File: config.mk
export PLATFORM = sky130hd
export DESIGN_NAME = matrix_result_tx
export DESIGN_NICKNAME = d
export VERILOG_FILES = /design/src/rtl/matrix_result_tx.sv
export SDC_FILE = /design/constraint.sdc
export NUM_CORES = 1
export LEC_CHECK = 0
export ABC_CLOCK_PERIOD_IN_PS = 66600
export CORE_ASPECT_RATIO = 1.75
export CORE_MARGIN = 3
export CORE_UTILIZATION = 35
export CTS_BUF_LIST = sky130_fd_sc_hd__clkbuf_2 sky130_fd_sc_hd__clkbuf_4 sky130_fd_sc_hd__clkbuf_8
export DETAILED_ROUTE_END_ITERATION = 10
export GPL_TIMING_DRIVEN = 0
export HOLD_SLACK_MARGIN = 0.03
export PLACE_DENSITY = 0.58
export SYNTH_ARGS = -nofsm -noshare
export SYNTH_HDL_FRONTEND = slang
export SYNTH_SLANG_ARGS = --single-unit
File: constraint.sdc
create_clock -name clk -period 66.6 [get_ports clk]
set_clock_uncertainty 0.2 [all_clocks]
set_input_delay 19.98 -clock clk [delete_from_list [all_inputs] [get_ports clk]]
set_output_delay 19.98 -clock clk [all_outputs]
set_load 0.01 [all_outputs]
File: src/rtl/matrix_result_tx.sv
// Purpose: serialises a result matrix (rows, cols header then row-major data) over an 8N1 UART line.
// Latency: start bit begins the cycle after start is sampled; done pulses the cycle after the last stop bit.
// Backpressure: none downstream; start is ignored while busy and accepted again from the done cycle on.
//
// Ports:
//   clk, rst_n      - clock (rising edge), asynchronous active-low reset
//   start           - transfer request, sampled in IDLE or in the done cycle
//   rows, cols      - matrix dimensions, clamped to MAX_M / MAX_P at capture
//   result          - 32-bit matrix [MAX_M][MAX_P], snapshotted at capture
//   uart_tx         - serial line, idle high
//   busy, done      - transfer in progress / one-cycle end-of-transfer pulse
//
// Optional feature: define MATRIX_TX_CHECKSUM_EN to append an XOR checksum byte.
module matrix_result_tx #(
    parameter int MAX_M        = 4,
    parameter int MAX_P        = 4,
    parameter int CLKS_PER_BIT = 868
) (
    input  logic        clk,
    input  logic        rst_n,
    input  logic        start,
    input  logic [31:0] rows,
    input  logic [31:0] cols,
    input  logic [31:0] result [MAX_M][MAX_P],
    output logic        uart_tx,
    output logic        busy,
    output logic        done
);

    localparam int TW = $clog2(CLKS_PER_BIT);
    localparam int RW = (MAX_M > 1) ? $clog2(MAX_M) : 1;
    localparam int CW = (MAX_P > 1) ? $clog2(MAX_P) : 1;
    localparam logic [TW-1:0] BIT_LAST  = TW'(CLKS_PER_BIT - 1);
    localparam logic [TW-1:0] STOP_LAST = TW'(CLKS_PER_BIT - 2);

    typedef enum logic [2:0] {
        IDLE, LOAD, START_BIT, DATA_BITS, STOP_BIT, NEXT_BYTE, FINISH
    } state_t;

    typedef enum logic [1:0] {
        PH_ROWS, PH_COLS, PH_DATA, PH_CSUM
    } phase_t;

    state_t          state_q, state_d;
    phase_t          phase_q;
    logic [TW-1:0]   cnt_q;
    logic [2:0]      bit_q;
    logic [1:0]      bw_q;        // byte within current word, 0 = MSB
    logic [RW-1:0]   i_q;
    logic [CW-1:0]   j_q;

    logic [31:0]     rows_q, cols_q;
    logic [31:0]     snap [MAX_M][MAX_P];

    logic [31:0]     word;
    logic [7:0]      cur_byte;
    logic            accept, bit_end, stop_end;
    logic            hdr_empty, last_elem, last_byte;

`ifdef MATRIX_TX_CHECKSUM_EN
    logic [7:0]      csum_q;
`endif

    assign accept    = ((state_q == IDLE) || (state_q == FINISH)) && start;
    assign bit_end   = (cnt_q == BIT_LAST);
    assign stop_end  = (cnt_q == STOP_LAST);
    assign hdr_empty = (rows_q == 32'd0) || (cols_q == 32'd0);
    assign last_elem = (32'(i_q) == rows_q - 32'd1) && (32'(j_q) == cols_q - 32'd1);

`ifdef MATRIX_TX_CHECKSUM_EN
    assign last_byte = (phase_q == PH_CSUM);
`else
    assign last_byte = (bw_q == 2'd3) &&
                       (((phase_q == PH_COLS) && hdr_empty) ||
                        ((phase_q == PH_DATA) && last_elem));
`endif

    // Snapshot of the request; only meaningful once a transfer is accepted.
    always_ff @(posedge clk) begin
        if (accept) begin
            rows_q <= (rows > 32'(MAX_M)) ? 32'(MAX_M) : rows;
            cols_q <= (cols > 32'(MAX_P)) ? 32'(MAX_P) : cols;
            snap   <= result;
        end
    end

    // Byte currently on the line, selected from the snapshot.
    always_comb begin
        word = 32'd0;
        case (phase_q)
            PH_ROWS: word = rows_q;
            PH_COLS: word = cols_q;
            PH_DATA: word = snap[i_q][j_q];
            default: word = 32'd0;
        endcase
        case (bw_q)
            2'd0:    cur_byte = word[31:24];
            2'd1:    cur_byte = word[23:16];
            2'd2:    cur_byte = word[15:8];
            default: cur_byte = word[7:0];
        endcase
`ifdef MATRIX_TX_CHECKSUM_EN
        if (phase_q == PH_CSUM) cur_byte = csum_q;
`endif
    end

    always_ff @(posedge clk or negedge rst_n) begin
        if (!rst_n) state_q <= IDLE;
        else        state_q <= state_d;
    end

    // LOAD is the first cycle of the start bit and NEXT_BYTE the last cycle of
    // the stop bit, so neither adds line time between frames.
    always_comb begin
        state_d = state_q;
        uart_tx = 1'b1;
        busy    = 1'b1;
        done    = 1'b0;
        case (state_q)
            IDLE: begin
                busy = 1'b0;
                if (start) state_d = LOAD;
            end
            LOAD: begin
                uart_tx = 1'b0;
                state_d = START_BIT;
            end
            START_BIT: begin
                uart_tx = 1'b0;
                if (bit_end) state_d = DATA_BITS;
            end
            DATA_BITS: begin
                uart_tx = cur_byte[bit_q];
                if (bit_end && (bit_q == 3'd7)) state_d = STOP_BIT;
            end
            STOP_BIT: begin
                if (stop_end) state_d = NEXT_BYTE;
            end
            NEXT_BYTE: begin
                state_d = last_byte ? FINISH : START_BIT;
            end
            FINISH: begin
                busy    = 1'b0;
                done    = 1'b1;
                state_d = start ? LOAD : IDLE;
            end
            default: begin
                busy    = 1'b0;
                state_d = IDLE;
            end
        endcase
    end

    always_ff @(posedge clk or negedge rst_n) begin
        if (!rst_n) begin
            cnt_q   <= '0;
            bit_q   <= '0;
            bw_q    <= '0;
            i_q     <= '0;
            j_q     <= '0;
            phase_q <= PH_ROWS;
`ifdef MATRIX_TX_CHECKSUM_EN
            csum_q  <= '0;
`endif
        end else begin
            case (state_q)
                IDLE, FINISH: begin
                    if (start) begin
                        cnt_q   <= '0;
                        bit_q   <= '0;
                        bw_q    <= '0;
                        i_q     <= '0;
                        j_q     <= '0;
                        phase_q <= PH_ROWS;
`ifdef MATRIX_TX_CHECKSUM_EN
                        csum_q  <= '0;
`endif
                    end
                end
                LOAD: cnt_q <= TW'(1);  // LOAD already spent one start-bit cycle
                START_BIT: begin
                    if (bit_end) begin
                        cnt_q <= '0;
                        bit_q <= '0;
                    end else begin
                        cnt_q <= cnt_q + TW'(1);
                    end
                end
                DATA_BITS: begin
                    if (bit_end) begin
                        cnt_q <= '0;
                        bit_q <= bit_q + 3'd1;
`ifdef MATRIX_TX_CHECKSUM_EN
                        if (bit_q == 3'd7) csum_q <= csum_q ^ cur_byte;
`endif
                    end else begin
                        cnt_q <= cnt_q + TW'(1);
                    end
                end
                STOP_BIT: begin
                    if (stop_end) cnt_q <= '0;
                    else          cnt_q <= cnt_q + TW'(1);
                end
                NEXT_BYTE: begin
                    if (!last_byte) begin
                        if (bw_q != 2'd3) begin
                            bw_q <= bw_q + 2'd1;
                        end else begin
                            bw_q <= 2'd0;
                            case (phase_q)
                                PH_ROWS: phase_q <= PH_COLS;
                                PH_COLS: phase_q <= hdr_empty ? PH_CSUM : PH_DATA;
                                PH_DATA: begin
                                    if (32'(j_q) == cols_q - 32'd1) begin
                                        j_q <= '0;
                                        if (32'(i_q) == rows_q - 32'd1) phase_q <= PH_CSUM;
                                        else                            i_q     <= i_q + RW'(1);
                                    end else begin
                                        j_q <= j_q + CW'(1);
                                    end
                                end
                                default: ;
                            endcase
                        end
                    end
                end
                default: ;
            endcase
        end
    end

endmodule

== After elaboration in Yosys (flattened, before gate mapping) ==
Index checks and enable logic that the tools add are counted.

* Multiplexer cells: 50
* Divide/modulo/power cells: 0
* Equal/unequal tests: 31
* Bitwise gates (word level): 2
* $lt $le $gt $ge: 5
* $mul: 0
* Shift operators: 0
* Reductions and logical operators: 28
* $add $sub $neg: 7

{| class="wikitable"
|+ Operator list
! kind !! number
|-
| $bmux 128 s2 || 1
|-
| $mux 128 || 2
|-
| $pmux 32 s3 || 1
|-
| $bmux 32 s2 || 1
|-
| $eq 2x32->1 || 2
|-
| $gt 32x3->1 const B || 2
|-
| $logic_not 32->1 || 2
|-
| $mux 32 || 2
|-
| $sub 32x1->32 const B || 2
|-
| $pmux 10 s4 || 1
|-
| $mux 2 || 16
|-
| $mux 10 || 3
|-
| $mux 3 || 8
|-
| $ne 2x2->1 const B || 12
|-
| $pmux 8 s3 || 1
|-
| $pmux 3 s7 || 1
|-
| $eq 10x10->1 const B || 2
|-
| $pmux 2 s2 || 4
|-
| $reduce_and 7->1 || 2
|-
| $eq 3x3->1 const B || 4
|-
| $add 10x1->10 const B || 1
|-
| $pmux 3 s3 || 1
|-
| $reduce_and 4->1 || 2
|-
| $add 2x1->2 const B || 3
|-
| other kinds (26) || 47
|}

* Input port bits: 579
* Output and inout port bits: 3
* Memories: 0
* Logic and storage cells: 148
* Latch bits: 0
* Bits in read-only memories: 0
* Memory bits (writable): 0
* Bits in registers: 600

== Depth between registers and ports, before layout ==
Gate-level depths: netlist (run 1).

* Depth in word-level cells: 12
* Depth in mapped cells: 12
* Mapped depth without buffers: 10

== Least setup slack after synthesis (run 1) ==
No wires, ideal clock.

* Path kind: input to register
* From: in start
* To: reg j_q[0]
* Slack: 1311 ps
* Cell stages on the path: 6
* Data required time: 66248 ps
* Arrival: 64937 ps
* Path buffers: 0
* Setup time: 152 ps
* Cell sequence: nand2b_1 nor3_1 a21oi_1 nor3b_1 a21oi_1 a21o_1

* Cells in the longest elaborated chain, start to end: 2

{| class="wikitable"
|+ RTL lines
! item !! RTL line !! RTL
|-
| start, declared || 21 || <nowiki>input logic start,</nowiki>
|-
| $ne 2x2->1 (no source line) || - ||
|-
| $reduce_and 5->1 (no source line) || - ||
|-
| end signal, assigned || 219 || <nowiki>j_q <= j_q + CW'(1);</nowiki>
|-
| end, declared || 50 || <nowiki>logic [CW-1:0] j_q;</nowiki>
|}

Every way passes these cells.
A chain may end at the register's enable or synchronous reset.

== Final worst setup path (run 1) ==
* From: reg j_q[1]
* To: out uart_tx

* Cells in the longest elaborated chain, start to end: 9

{| class="wikitable"
|+ RTL lines
! item !! RTL line !! RTL
|-
| $not 2->3 (not written as such) || 93 || <nowiki>PH_DATA: word = snap[i_q][j_q];</nowiki>
|-
| $bmux 32 s2 || 93 ||
|-
| $mux 32 (not written as such) (2 in a row) || 93 ||
|-
| $pmux 32 s3 || 90 || <nowiki>case (phase_q)</nowiki>
|-
| $pmux 8 s3 || 96 || <nowiki>case (bw_q)</nowiki>
|-
| $bmux 1 s3 || 133 || <nowiki>uart_tx = cur_byte[bit_q];</nowiki>
|-
| $mux 1 (not written as such) || 133 ||
|-
| $pmux 1 s2 || 119 || <nowiki>case (state_q)</nowiki>
|-
| end, declared || 25 || <nowiki>output logic uart_tx,</nowiki>
|}

Every way passes these cells. The select of a mux whose other input is x is not followed.

==> flow_summary_export.csv, run 1 <==
group,metric,value,unit
yosys,synth_edf_count,576,
hold_path,hold_path.class,"reg -> reg",
sta,report.final.setup_viol,0,
power_and_ir_drop,p_seq_frac,0.521,
global_route,grt_util_met1,0.245,
floorplanning,coreArea,0.0698,sq mm
worst_setup_path,crit_required,46.42,ns
finish,finalInstanceArea,0.0344,sq mm
power_and_ir_drop,pwr-share-comb,0.095,
finish,synthToLayoutAreaGrowth,39.0,%
worst_setup_path,startpoint_type,"flop",
clock_tree,numClockSinks,600,
global_route,grt_overflow,0,
routing,viasPerCell,5.17,
yosys,ys_ff_latch,600,
finish,drive_gt1_frac,0.177,
sta,timing.fmax,38.8,MHz
yosys,synth_most_common_cell,"edfxtp_1",
global_route,busiest_layer,"met2",
worst_setup_path,rr_worst_depth,14,
yosys,yosys.area.top_type,"edfxtp_1",
routing,drt_iter0_markers,1272,
clock_tree,cts_tree,"done",
routing,wl_per_cell,28.2,microns
yosys,avgSynthCellArea,18.3,sq um
yosys,synth-simple-area-share,0.0647,
global_route,grt_usage,0.236,
clock_tree,clock_path_buffers,3,
power_and_ir_drop,switching_share,0.229,
floorplanning,die_h,358,microns
yosys,yosysWarnings,0,
yosys,synth_fa_ha_area_frac,0.00758,
routing,drc_errors,0,
worst_setup_path,cp.arrival,5.61,ns
routing,routed_wl,88300,microns
worst_setup_path,critical_path.max_stage_delay,1.01,ns
worst_setup_path,r2r_end,"snap[228]$_DFFE_PP_",
yosys,syn-cell-area,0.0247,sq mm
clock_tree,post-cts-setup-buffers,0,
clock_tree,htreeDepth,3,
yosys,synth_top_area_frac,0.699,
place,postPlaceCellArea,0.0325,sq mm
sta,maxSlewHeadroom,0.132,
routing,via_count,16200,
power_and_ir_drop,clockPowerShare,0.384,
worst_setup_path,worstPathMaxFanout,10,
clock_tree,cts_hold_buffers,0,
clock_tree,clk_latency,0.70,ns
yosys,synthTopCellsByArea,"edfxtp_1 70%, mux4_2 11%, dfrtp_1 2.4%, mux2i_1 1.1%, a22oi_1 0.97%",
floorplanning,start_util,0.354,
sta,fin_setup_tns,0,ns
yosys,synth_common_cells,"576 x edfxtp_1, 123 x mux4_2, 58 x nor2_1, 49 x nand2_1, 33 x o21ai_0",
worst_setup_path,crit_path_end_kind,"output pin",
worst_setup_path,crit_slowest_cell,"buf_1",
clock_tree,path_clk_slew,0.06,ns
global_route,grt_pass1_vias,17500,
hold_path,holdPathStages,1,
global_route,met2_usage,0.440,
worst_setup_path,crit_path_cell_trace,"buf_2 > buf_2 > buf_1 > mux2_2 > o22ai_1 > nor3_1 > a211oi_1 > nand4_1 > a211o_1 > clkdlybuf4s50_1",
sta,hold_viol,0,
global_route,grt_max_degree,25,
sta,timing.final.crit_share,0.387,
worst_setup_path,critical_path_buf_inv_count,4,
worst_setup_path,r2r_slack,62.83,ns
routing,first_pass_iters,8,
worst_setup_path,critical-path-top-delay-family,"buffers and inverters",
yosys,muxShareOfSynthArea,0.130,
floorplanning,die_w,207,microns
clock_tree,root_buffer,"clkbuf_8",
routing,detail-route-antenna-nets,0,
yosys,ys_seq_area_frac,0.723,
worst_setup_path,setup.worst_path.class,"reg -> out",
worst_setup_path,rr_startpoint,"state_q[0]$_DFFE_PN0P_",
power_and_ir_drop,peakVddDrop,0.0000155,V
status,status,"finished, final reports clean",
power_and_ir_drop,power.leakage,11.3,nW
global_route,grt_pass1_wl,122000,microns
floorplanning,fp-row-count,128,
finish,finalNetCount,2727,
sta,period_minus_slack,25.79,ns
power_and_ir_drop,p_per_area,23.4,mW/mm^2
floorplanning,ios,582,
global_route,grt_antenna_before_repair,21,
place,port_buffers,581,
hold_path,hold-path-endpoint,"cnt_q[6]$_DFFE_PN0P_",
clock_tree,cts_buffers,91,
worst_setup_path,cp_common_cell,"buf_2",
hold_path,worstHoldStart,"cnt_q[6]$_DFFE_PN0P_",
yosys,synth_xor_area_frac,0.00460,
power_and_ir_drop,internal_power,0.000620,W
run,cap_viol_max_count,0,
place,dp_hpwl,70600,microns
sta,grt_setup_unrepaired,"no",
floorplanning,die-area,0.0740,sq mm
sta,drv_slew,0,
global_route,use_met3,0.0628,
yosys,synth_top_family_by_area,"multiplexers",
yosys,synth_flop_cell,"edfxtp_1",
yosys,synth_compound_area_frac,0.0534,
sta,worstMarginPinSlew,1.30,ns
place,gp_congestion,0.940,
power_and_ir_drop,p_sw,0.000184,W
yosys,ys_types,79,
yosys,async_flop_share,0.0400,
clock_tree,cts_resized,0,
yosys,synthCells,1350,
sta,whs,0.309,ns
-- kinds of logic (layout without fill, tap and decap cells) --
logic type	after synthesis	after routing
flops	600	600
xor+xnor	13	13
simple gates	290	290
other cells	1	71
mux	165	165
compound gates	185	185
buf+inv	81	881
fa+ha+maj	15	15
-- power by group through the flow --
stage	Sequential [W]	Clock, W	Combinational [W]
5_1_grt	0.000419	0.000334	0.0000805
4_1_cts	0.000419	0.000318	0.0000768
3_3_place_gp	0.000427	0	0.0000758
3_5_place_dp	0.000427	0	0.0000765
6_report	0.000419	0.000309	0.0000762
2_1_floorplan	0.000426	0	0.0000244
-- placed cells by master, fill, tap and decap left out, types with 15 or more instances in the layout --
cell type          n
mux4_2           123
inv_1             23
clkinv_1          20
clkbuf_8          91
edfxtp_1         576
nand4_1           24
a22oi_1           32
nor2_1            58
clkdlybuf4s50_1  581
conb_1            58
buf_2             20
clkbuf_4          27
nand2_1           49
clkinv_2          17
o21ai_0           33
clkbuf_1          19
mux2i_1           28
nor4_1            23
buf_6             51
a21oi_1           22
dfrtp_1           24
ha_1              15
nand3_1           26
nor3_1            24
-- through the flow --
step	std cells	power (W)	util	worst slack, ns
finish	3130	0.000804	0.492	40.81
global route	3129	0.000834	0.492	40.68
CTS	3117	0.000814	0.492	40.74
detailed placement	2950	0.000503	0.466	41.55
global placement	2898	0.000503	0.457	-15.05
floorplan	1407	0.000450	-	1.31
-- registers in the layout, indices dropped and copies added (netlist names), 3 cells and up --
register  flops
cnt_q        10
snap        512
bit_q         3
state_q       3
rows_q       32
cols_q       32
-- worst reg2reg max path: stages, from the launching register on --
cell	delay, ns
dfrtp_1	0.40
nand2b_1	0.20
nor3_2	0.51
buf_6	0.24
buf_6	0.16
buf_8	0.16
buf_6	0.19
buf_6	0.19
buf_6	0.17
buf_6	0.17
buf_6	0.19
buf_6	0.17
buf_6	0.16
buf_6	0.17
buf_6	0.20
-- final cells by class --
| cell class | instances | area (sq um) |
|---|---|---|
| sequential | 600 | 17900 |
| clock inverter | 49 | 373 |
| antenna | 13 | 32.5 |
| fill | 6057 | 35400 |
| tap | 910 | 1140 |
| clock buffer | 118 | 1460 |
| timing repair buffer | 633 | 6420 |
| multi-input combinational | 726 | 6650 |
| buffer | 58 | 325 |
| inverter | 23 | 86.3 |
-- worst max-delay path by stage --
stage	startpoint	endpoint	slack, ns	cells after the start
2_1_floorplan	start	j_q[0]$_DFFE_PN0P_	1.31	6
3_3_place_gp	start	j_q[0]$_DFFE_PN0P_	-15.05	7
3_5_place_dp	j_q[1]$_DFFE_PN0P_	uart_tx	41.55	10
4_1_cts	j_q[1]$_DFFE_PN0P_	uart_tx	40.74	10
5_1_grt	j_q[1]$_DFFE_PN0P_	uart_tx	40.68	10
6_report	j_q[1]$_DFFE_PN0P_	uart_tx	40.81	10
-- layer usage --
| metal | vias up | part of all wire |
|---|---|---|
| met5 | - | 0.00031 |
| met3 | 161 | 0.078 |
| met4 | 4 | 0.042 |
| met1 | 8115 | 0.33 |
| li1 | 7161 | - |
| met2 | 752 | 0.55 |
No activity file was read; power rests on OpenSTA's default activity.
==> inputs of run 2 (changes only) <==
--- a/config.mk
+++ b/config.mk
@@ -5,7 +5,7 @@
 export SDC_FILE = /design/constraint.sdc
 export NUM_CORES = 1
 export LEC_CHECK = 0
-export ABC_CLOCK_PERIOD_IN_PS = 66600
+export ABC_CLOCK_PERIOD_IN_PS = 26200
 export CORE_ASPECT_RATIO = 1.75
 export CORE_MARGIN = 3
 export CORE_UTILIZATION = 35
==> constraint.sdc (replaced) <==
create_clock -name clk -period 26.2 [get_ports clk]
set_clock_uncertainty 0.2 [all_clocks]
set_input_delay 7.86 -clock clk [delete_from_list [all_inputs] [get_ports clk]]
set_output_delay 7.86 -clock clk [all_outputs]
set_load 0.01 [all_outputs]
==> run 2 against run 1 <==
  * Non-clock buffer count fell by 22
  * Sequential cell count stayed put
  * Largest power group unchanged
  * Critical path depth did not move
  * Combinational power increased to 2.6 times the previous value
  * First-iteration DRC count is 11% lower
  * Global-route usage is essentially flat
  * Critical path type unchanged
==> flow_summary_export.csv, run 2 (synthesis gave the netlist of run 1 again) <==
group,metric,value,unit
finish,synthToLayoutAreaGrowth,39.6,%
power_and_ir_drop,p_seq_frac,0.510,
worst_setup_path,crit_path_end_kind,"output pin",
worst_setup_path,critical_path.max_stage_delay,1.04,ns
sta,maxSlewHeadroom,0.0960,
worst_setup_path,crit_slowest_cell,"buf_1",
clock_tree,cts_resized,0,
floorplanning,start_util,0.354,
routing,viasPerCell,5.22,
finish,layout_common_cells,"581 x clkdlybuf4s50_1, 576 x edfxtp_1, 123 x mux4_2, 94 x clkbuf_8",
finish,multi_input_area,0.00666,sq mm
clock_tree,clk_latency,0.75,ns
place,dp_hpwl,69000,microns
sta,drv_slew,0,
global_route,grt_antenna_before_repair,14,
sta,whs,0.319,ns
finish,regArea,0.0179,sq mm
global_route,grt_usage,0.236,
power_and_ir_drop,p_per_area,60.5,mW/mm^2
routing,detail-route-antenna-nets,0,
finish,finalInstanceArea,0.0346,sq mm
routing,drc_errors,0,
power_and_ir_drop,internal_power,0.00161,W
clock_tree,htreeDepth,3,
floorplanning,die_h,358,microns
worst_setup_path,crit_path_cell_trace,"buf_2 > buf_2 > buf_1 > mux2_2 > o22ai_1 > nor3_1 > a211oi_1 > nand4_1 > a211o_1 > clkdlybuf4s50_1",
place,postPlaceCellArea,0.0326,sq mm
routing,drt_iter0_markers,1128,
routing,first_pass_iters,5,
worst_setup_path,cp.arrival,5.69,ns
sta,worstMarginPinSlew,1.36,ns
routing,via_count,16200,
run,cap_viol_max_count,0,
floorplanning,ios,582,
worst_setup_path,startpoint_type,"flop",
clock_tree,numClockSinks,600,
global_route,grt_max_degree,26,
power_and_ir_drop,total_power,0.00209,W
power_and_ir_drop,clockPowerShare,0.397,
floorplanning,fp-row-count,128,
power_and_ir_drop,p_sw,0.000483,W
sta,grt_setup_unrepaired,"no",
place,gp_congestion,0.959,
hold_path,worstHoldStart,"cnt_q[8]$_DFFE_PN0P_",
finish,regMostFlops,"snap",
clock_tree,root_buffer,"clkbuf_8",
global_route,grt_pass1_wl,122000,microns
floorplanning,die_w,207,microns
worst_setup_path,cp_common_cell,"buf_2",
clock_tree,cts_hold_buffers,0,
sta,report.final.setup_viol,0,
sta,hold_viol,0,
worst_setup_path,crit_required,18.14,ns
clock_tree,clock_path_buffers,3,
power_and_ir_drop,pwr-share-comb,0.093,
finish,drive_gt1_frac,0.169,
routing,routed_wl,88000,microns
sta,timing.fmax,72.7,MHz
worst_setup_path,crit_start,"j_q[1]$_DFFE_PN0P_",
clock_tree,path_clk_slew,0.06,ns
floorplanning,die-area,0.0740,sq mm
worst_setup_path,critical-path-top-delay-family,"buffers and inverters",
power_and_ir_drop,power.leakage,11.3,nW
finish,final_common_cell,"clkdlybuf4s50_1",
clock_tree,cts_buffers,93,
sta,timing.final.crit_share,0.525,
worst_setup_path,worstPathMaxFanout,10,
routing,wl_per_cell,28.4,microns
finish,finalNetCount,2707,
floorplanning,coreArea,0.0698,sq mm
power_and_ir_drop,peakVddDrop,0.0000451,V
power_and_ir_drop,switching_share,0.231,
hold_path,hold_path.class,"reg -> reg",
global_route,grt_overflow,0,
finish,largest_reg_flops,512,
worst_setup_path,critical_path_buf_inv_count,4,
finish,fillCellCount,6069,
finish,reg_top3,"snap (512), cols_q (32), rows_q (32)",
worst_setup_path,setup.worst_path.class,"reg -> out",
status,status,"finished, final reports clean",
global_route,grt_pass1_vias,17600,
clock_tree,cts_tree,"done",
sta,period_minus_slack,13.75,ns
clock_tree,post-cts-setup-buffers,0,
worst_setup_path,rr_startpoint,"rows_q[17]$_SDFFCE_PN0P_",
place,port_buffers,581,
## run 2: cell types whose count changed in the layout (fill, tap and decap cells not counted), sizes merged
cell	change
buf	-22
bufinv	+3
clkbuf	-3
clkinv	-1
clkinvlp	+2
diode	-3
inv	-1
## run 2: worst paths after layout
kind	end	slack, ns	depth (start not counted)
min reg2reg	cnt_q[8]$_DFFE_PN0P_	0.32	1
min in group asynchronous	bit_q[1]$_DFFE_PN0P_	7.54	1
max in group asynchronous	cnt_q[9]$_DFFE_PN0P_	17.54	1
max	uart_tx	12.45	10
max reg2reg	phase_q[0]$_DFFE_PN0P_	22.59	8
min	cnt_q[8]$_DFFE_PN0P_	0.32	1
## run 2: layout make-up
| cell class | count | share of cell area |
|---|---|---|
| diodes | 10 | 0.000724 |
| plain buffers | 58 | 0.00941 |
| flip-flops and latches | 600 | 0.518 |
| multi-input cells | 726 | 0.193 |
| inverters | 23 | 0.00250 |
| clock buffers | 115 | 0.0420 |
| well taps | 910 | 0.0330 |
| clock inverters | 52 | 0.0135 |
| repair buffers | 611 | 0.188 |
## run 2: power by group through the flow
stage               combinational, W  sequential (W)  clock [W]
global route                0.000206         0.00107   0.000891
detailed placement          0.000195         0.00109          0
global placement            0.000194         0.00108          0
CTS                         0.000196         0.00106   0.000855
floorplan                  0.0000622         0.00108          0
finish                      0.000195         0.00107   0.000830
## run 2: routing by layer
metal,up-vias,routed length (microns),global-route usage
met5,-,43,0
met4,6,3690,0.104
li1,7127,-,-
met1,8166,29200,0.248
met2,746,48900,0.442
met3,156,6220,0.0587
## run 2: per-stage QoR
step,cells,setup slack (ns),utilization,TNS [ns]
after global routing,3102,12.23,0.495,0
after floorplan,1407,2.11,-,0
after detailed placement,2928,13.19,0.467,0
after global placement,2898,-3.78,0.457,-779.05
after CTS,3095,12.31,0.494,0
final,3105,12.45,0.495,0
